--- src/rtl/pulse_counter_pkg.sv ---
// Shared types and default widths for the pulse_counter path.
package pulse_counter_pkg;

    typedef enum logic {
        ST_IDLE  = 1'b0,
        ST_COUNT = 1'b1
    } pc_state_t;

    localparam int DEF_CNT_W  = 16;
    localparam int DEF_GATE_W = 24;

endpackage

--- src/rtl/pulse_gate_timer.sv ---
// Loadable down-counter; o_last marks the final cycle of a gate window.
module pulse_gate_timer #(
    parameter int GATE_W = 24
) (
    input  logic              clk,
    input  logic              rst,
    input  logic              i_load,
    input  logic [GATE_W-1:0] i_len,
    input  logic              i_en,
    output logic              o_last
);

    logic [GATE_W-1:0] r_cnt;

    // Load wins over decrement so a back-to-back window reloads on its last cycle.
    always_ff @(posedge clk) begin
        if (rst) begin
            r_cnt <= '0;
        end else if (i_load) begin
            r_cnt <= i_len;
        end else if (i_en && (r_cnt != '0)) begin
            r_cnt <= r_cnt - GATE_W'(1);
        end
    end

    assign o_last = i_en && (r_cnt == GATE_W'(1));

endmodule

--- src/rtl/pulse_window_counter.sv ---
// Counts i_edge pulses over a programmable gate window; single-shot or continuous.
// Optional build macro PULSE_CNT_SAT_EN: saturate the count instead of wrapping.
import pulse_counter_pkg::*;

module pulse_window_counter #(
    parameter int CNT_W  = DEF_CNT_W,
    parameter int GATE_W = DEF_GATE_W
) (
    input  logic              clk,
    input  logic              rst,
    input  logic              i_edge,
    input  logic              i_start,
    input  logic [GATE_W-1:0] i_gate_len,
    input  logic              i_continuous,
    output logic              o_busy,
    output logic [CNT_W-1:0]  o_count,
    output logic              o_valid,
    output logic              o_ovf
);

    pc_state_t         r_state;
    logic [GATE_W-1:0] r_gate_len;
    logic [CNT_W-1:0]  r_acc;
    logic              r_ovf_acc;
    logic              r_busy;
    logic [CNT_W-1:0]  r_count;
    logic              r_valid;
    logic              r_ovf;

    logic              w_accept;
    logic              w_last;
    logic              w_load;
    logic [GATE_W-1:0] w_load_len;
    logic              w_all_ones;
    logic [CNT_W-1:0]  w_acc_next;
    logic              w_ovf_next;

    assign w_accept   = (r_state == ST_IDLE) && i_start && (i_gate_len != '0);
    assign w_load     = w_accept || (w_last && i_continuous);
    assign w_load_len = w_accept ? i_gate_len : r_gate_len;
    assign w_all_ones = &r_acc;

    pulse_gate_timer #(
        .GATE_W (GATE_W)
    ) u_timer (
        .clk    (clk),
        .rst    (rst),
        .i_load (w_load),
        .i_len  (w_load_len),
        .i_en   (r_state == ST_COUNT),
        .o_last (w_last)
    );

    // Overflow is flagged on the increment attempted from all-ones.
    always_comb begin
        w_acc_next = r_acc;
        w_ovf_next = r_ovf_acc;
        if (i_edge) begin
`ifdef PULSE_CNT_SAT_EN
            if (w_all_ones) begin
                w_ovf_next = 1'b1;
            end else begin
                w_acc_next = r_acc + CNT_W'(1);
            end
`else
            w_acc_next = r_acc + CNT_W'(1);
            if (w_all_ones) begin
                w_ovf_next = 1'b1;
            end
`endif
        end
    end

    always_ff @(posedge clk) begin
        if (rst) begin
            r_state    <= ST_IDLE;
            r_gate_len <= '0;
            r_acc      <= '0;
            r_ovf_acc  <= 1'b0;
            r_busy     <= 1'b0;
            r_count    <= '0;
            r_valid    <= 1'b0;
            r_ovf      <= 1'b0;
        end else begin
            r_valid <= 1'b0;
            case (r_state)
                ST_IDLE: begin
                    if (w_accept) begin
                        r_gate_len <= i_gate_len;
                        r_acc      <= '0;
                        r_ovf_acc  <= 1'b0;
                        r_busy     <= 1'b1;
                        r_state    <= ST_COUNT;
                    end
                end
                ST_COUNT: begin
                    if (w_last) begin
                        r_count   <= w_acc_next;
                        r_ovf     <= w_ovf_next;
                        r_valid   <= 1'b1;
                        r_acc     <= '0;
                        r_ovf_acc <= 1'b0;
                        if (!i_continuous) begin
                            r_busy  <= 1'b0;
                            r_state <= ST_IDLE;
                        end
                    end else begin
                        r_acc     <= w_acc_next;
                        r_ovf_acc <= w_ovf_next;
                    end
                end
                default: r_state <= ST_IDLE;
            endcase
        end
    end

    assign o_busy  = r_busy;
    assign o_count = r_count;
    assign o_valid = r_valid;
    assign o_ovf   = r_ovf;

endmodule
--- config.mk ---
export PLATFORM = sky130hd
export DESIGN_NAME = pulse_window_counter
export DESIGN_NICKNAME = d
export VERILOG_FILES = /design/src/rtl/pulse_counter_pkg.sv /design/src/rtl/pulse_gate_timer.sv /design/src/rtl/pulse_window_counter.sv
export SDC_FILE = /design/constraint.sdc
export NUM_CORES = 1
export LEC_CHECK = 0
export CORE_MARGIN = 2
export CORE_UTILIZATION = 55
export CTS_CLUSTER_SIZE = 12
export DETAILED_ROUTE_END_ITERATION = 12
export PLACE_DENSITY = 0.87
export REMOVE_ABC_BUFFERS = 1
export SYNTH_ARGS = -nofsm -noshare
export SYNTH_HDL_FRONTEND = slang
export SYNTH_SLANG_ARGS = --single-unit
--- constraint.sdc ---
create_clock -name clk -period 2.8 [get_ports clk]
set_clock_uncertainty 0.2 [all_clocks]
set_input_delay 0.56 -clock clk [delete_from_list [all_inputs] [get_ports clk]]
set_output_delay 0.56 -clock clk [all_outputs]
set_load 0.02 [all_outputs]
Word-level counts from Yosys, hierarchy flattened
Index checks and enable logic that the tools add are counted.
{"block": "classes", "addsub": 2, "n_eq_ne": 4, "mux": 21, "bitwise_logic": 1, "reduce_logical": 13}
{"operator": "$mux 24", "count": 3}
{"operator": "$mux 16", "count": 3}
{"operator": "$reduce_bool 24->1", "count": 2}
{"operator": "$pmux 16 s2", "count": 1}
{"operator": "$eq 24x1->1 const B", "count": 1}
{"operator": "$sub 24x1->24 const B", "count": 1}
{"operator": "$add 16x1->16 const B", "count": 1}
{"operator": "$reduce_and 16->1", "count": 1}
{"operator": "$mux 1", "count": 11}
{"operator": "$pmux 1 s2", "count": 3}
{"operator": "$logic_and 1x1->1", "count": 5}
{"operator": "$ne 2x2->1 const B", "count": 2}
{"operator": "$reduce_and 3->1", "count": 1}
{"operator": "$ne 2x1->1 const B", "count": 1}
{"operator": "$reduce_and 2->1", "count": 1}
{"operator": "$reduce_bool 2->1", "count": 1}
{"operator": "$reduce_or 2->1", "count": 1}
{"operator": "$logic_or 1x1->1", "count": 1}
{"operator": "$not 1->1", "count": 1}
{"block": "totals", "regBits": 85, "inputBits": 29, "out_inout_bits": 19, "elab_cells": 50}

Longest topological paths before layout
{"block": "depth", "depth_word": 5, "mapped_depth": 9, "depth_no_buf": 8}

By module
Synthesis repeated with hierarchy kept, for this count alone.
{"block": "unflattened", "hier_cells": 472, "area_unflattened_um2": 4383.0}
{"module": "pulse_window_counter", "instances": 1, "cells_each": 296, "area_each_um2": 2851.5, "seq_area_each_um2": 1221.2}
{"module": "pulse_gate_timer", "instances": 1, "cells_each": 176, "area_each_um2": 1531.5, "seq_area_each_um2": 480.5}

Worst setup path before layout
OpenSTA, ideal clock, no wires.
{"block": "synth_path", "kind": "register to register", "startpoint": "reg u_timer.r_cnt[2]", "endpoint": "reg u_timer.r_cnt[1]", "setup_ns": 0.059, "t_arrival_ns": 2.296, "t_required_ns": 2.541, "path_slack_ns": 0.246, "stages_incl_launch_ff": 7, "n_path_buf": 0, "synth_period_minus_slack_ns": 2.554, "path_cell_list": "dfxtp_1 > or4_4 > or3_4 > o21ai_0 > mux2_2 > o21ai_0 > o211a_1"}
{"block": "synth_via", "elab_chain_len": 5, "elab_cells_between_ends": 8, "cone_classes": "1 x eq/ne; 1 x mux; 6 x reduce/logical"}
{"item": "start, declared", "line": "pulse_gate_timer.sv:13", "source": "logic [GATE_W-1:0] r_cnt;"}
{"item": "start signal, assigned", "line": "pulse_gate_timer.sv:20", "source": "r_cnt <= i_len;"}
{"item": "start signal, assigned", "line": "pulse_gate_timer.sv:22", "source": "r_cnt <= r_cnt - GATE_W'(1);"}
{"item": "$eq 24x1->1", "line": "pulse_gate_timer.sv:26", "source": "assign o_last = i_en && (r_cnt == GATE_W'(1));"}
{"item": "$logic_and 1x1->1", "line": "pulse_gate_timer.sv:26"}
{"item": "$logic_and 1x1->1", "line": "pulse_window_counter.sv:39", "source": "assign w_load = w_accept || (w_last && i_continuous);"}
{"item": "$logic_or 1x1->1", "line": "pulse_window_counter.sv:39"}
{"item": "$mux 24 or $reduce_bool 2->1 (tied branches)"}
Several ways; a longest one is shown, not always the timed one.
A chain may end at the register's enable or synchronous reset.

Final worst setup path
{"block": "layout_path", "startpoint": "reg u_timer.r_cnt[8]", "endpoint": "reg u_timer.r_cnt[23]"}
{"block": "layout_via", "elab_chain_len": 5, "elab_cells_between_ends": 10, "cone_classes": "1 x add/sub; 1 x eq/ne; 2 x mux; 6 x reduce/logical"}
{"item": "branches (longest 5 deep; another with $sub 24x1->24)"}
Parallel ways; which one is timed is not known. The select of a mux whose other input is x is not followed.

==> impl_metrics.toml <==
[run_status]
status = "finished, final reports clean"

[grt]
gr-usage-all-layers = 0.259
grt_first_pass_wirelength_um = 17400
grt_max_degree = 39
antenna_found_initial = 0
grt_overflow = 0
grt_pass1_vias = 3720

[cts]
root_buffer = "clkbuf_8"
clkTransAtPathRegs_ns = 0.08
htree_levels = 3
cts.sinks = 85
cts_buffers = 9
clock_latency_ns = 0.36
cts_tree = "yes"
cts_buffer_depth = 2
ctsHoldBuffers = 0

[die]
start_util = 0.570
core_um2 = 7290
fp.dieH_um = 90.9
die_area_um2 = 8270
io_pins = 48
die_w_um = 90.9
rows = 31

[placement]
dp_hpwl_um = 7480
globalplace.congestion = 0.893
pre_cts_ws_ns = -0.0678
portBuffers = 47

[timing]
finalHoldViolations = 0
setup_viol = 0
post-route-period-util = 0.961
report.final.slew_viol_count = 0
rsz0062_at_grt = "no"
layout_min_cycle_time_ns = 2.69
fin_ws_ns = 0.109
tightest_slew_ns = 0.445
max_freq_mhz = 372
worst_slew_margin_rel = 0.701

[yosys]
synth_top_area_cell = "dfxtp_1"
synthesis.instances = 509
yosys-top-cells-area = "dfxtp_1 41%, nand2_1 8.4%, a21oi_1 5.8%, xnor2_1 4.2%, xor2_1 3.2%"
synthArstFlopShare = 0
ys_ff_latch = 85
ys.flop_type = "dfxtp_1"
synth_edf_count = 0
syn_area_um2 = 4160
ys_types = 54
synth-seq-area-share = 0.410
yosysWarnings = 0
avgSynthCellArea_um2 = 8.16
synth_top_area_share = 0.410

[setup_path]
crit_path_end_kind = "flop"
cp_max_fo = 13
crit_required_ns = 2.84
crit_arrival_ns = 2.73
start_kind = "flop"
ff2ff_setup_slack_ns = 0.11
critical_path_class = "flop to flop"

[drt]
vias = 3983
route.final.wire_length_um = 10600
viasPerCell = 5.84
drcViolationCount = 0
wire_per_inst_um = 15.5
antenna_left = 0
drt-initial-drc-count = 216
drt_pass1_iterations = 5

[pwr]
power_density_nw_per_um2 = 541
finalPower_w = 0.00280
p_leak_nw = 1.83
vdd_ir_drop_max_v = 0.000300

[finish]
register_area_um2 = 1700
fin_util = 0.710
n_antenna_cell = 0
nFillCells = 566
syn_to_final_growth_pct = 24.7
multiInputGateArea_um2 = 2290
mostFrequentLayoutCell = "nand2_1"
mostFrequentLayoutCells = "93 x nand2_1, 85 x dfxtp_1, 48 x a21oi_1"
nets = 611
drive_gt1_frac = 0.130

[flow_run]
maxCapViolCount = 0

[min_path]
hp-class = "flop to flop"
==> cell families after synthesis <==
family                     after synthesis  synth area share
and+or+nand+nor                        220             0.263
AOI/OAI and AO/OA                      124             0.194
DFF                                     85             0.410
buffers and inverters                   38            0.0394
xor gates and xnor gates                35            0.0738
adders and majority gates                4            0.0120
muxes                                    3           0.00813
==> critical path: stages (launching register included) <==
cell	delay [ns]
dfxtp_1	0.37
or4_4	0.56
or3_4	0.50
buf_4	0.18
a211oi_4	0.21
nor4b_4	0.25
xnor2_1	0.18
o221ai_2	0.12
==> final cells by class <==
class | instances | area share
inverters | 8 | 0.00580
well taps | 99 | 0.0239
clock buffers | 11 | 0.0292
multi-input cells | 386 | 0.443
flip-flops and latches | 85 | 0.329
repair buffers | 88 | 0.154
clock inverters | 5 | 0.0157
==> per-layer routing <==
metal	GRT usage	vias up	share of wire
met5	0	-	0
met4	0.101	0	0.017
met3	0.0376	20	0.044
met2	0.468	118	0.51
met1	0.307	1888	0.43
li1	-	1957	-
==> per-stage QoR <==
step / hold slack [ns] / setup TNS (ns) / cells / area [um^2]
6_report: 0.253 / 0 / 682 / 5180
5_1_grt: 0.270 / 0 / 682 / 5180
4_1_cts: 0.255 / 0 / 680 / 5160
3_5_place_dp: 0.245 / -0.613 / 664 / 4930
3_3_place_gp: 0.236 / 0 / 664 / 4930
2_1_floorplan: 0.225 / -1.97 / 479 / 4020
==> state kept, by name, indices dropped and copies added, names as in the netlist <==
register       cells
r_gate_len        24
u_timer.r_cnt     24
o_count           16
r_acc             16
o_busy             1
o_ovf              1
o_valid            1
r_ovf_acc          1
r_state            1
==> cell usage after synthesis, types with 2 or more instances <==
master / instances
a211oi_1: 4
a21oi_1: 48
a22oi_1: 6
and2_1: 2
and3_1: 3
and4_1: 3
buf_2: 6
clkbuf_1: 21
dfxtp_1: 85
ha_1: 4
inv_1: 8
mux2_2: 3
nand2_1: 93
nand2b_1: 2
nand3_1: 24
nand4_1: 9
nor2_1: 27
nor2b_1: 8
nor3_1: 14
nor3b_1: 2
nor4_1: 9
o21ai_0: 21
o221ai_1: 13
o22ai_1: 6
o31ai_1: 12
o32ai_1: 2
or2_2: 3
or3_1: 6
or3_2: 2
or4_1: 5
or4_4: 2
xnor2_1: 20
xor2_1: 15
==> final timing paths <==
kind,from,end,cells past startpoint
hold / removal,o_count[2]$_SDFFE_PP0P_,o_count[2]$_SDFFE_PP0P_,2
setup / recovery,u_timer.r_cnt[8]$_SDFFE_PP0P_,u_timer.r_cnt[23]$_SDFFE_PP0P_,7
setup reg to reg,u_timer.r_cnt[8]$_SDFFE_PP0P_,u_timer.r_cnt[23]$_SDFFE_PP0P_,7
hold reg to reg,o_count[2]$_SDFFE_PP0P_,o_count[2]$_SDFFE_PP0P_,2
==> where the power goes <==
part | total, W | internal [W] | switching (W)
Clock | 0.00100 | 0.000553 | 0.000448
Sequential | 0.00132 | 0.00127 | 0.0000488
Combinational | 0.000486 | 0.000222 | 0.000264
==> repair_timing <==
| item | in CTS | in global routing |
|---|---|---|
| setup endpoints to repair | 0 | 5 |
| gates resized for setup | 0 | 1 |
| setup buffers | 0 | 2 |
(Power assumes the default switching activity.)
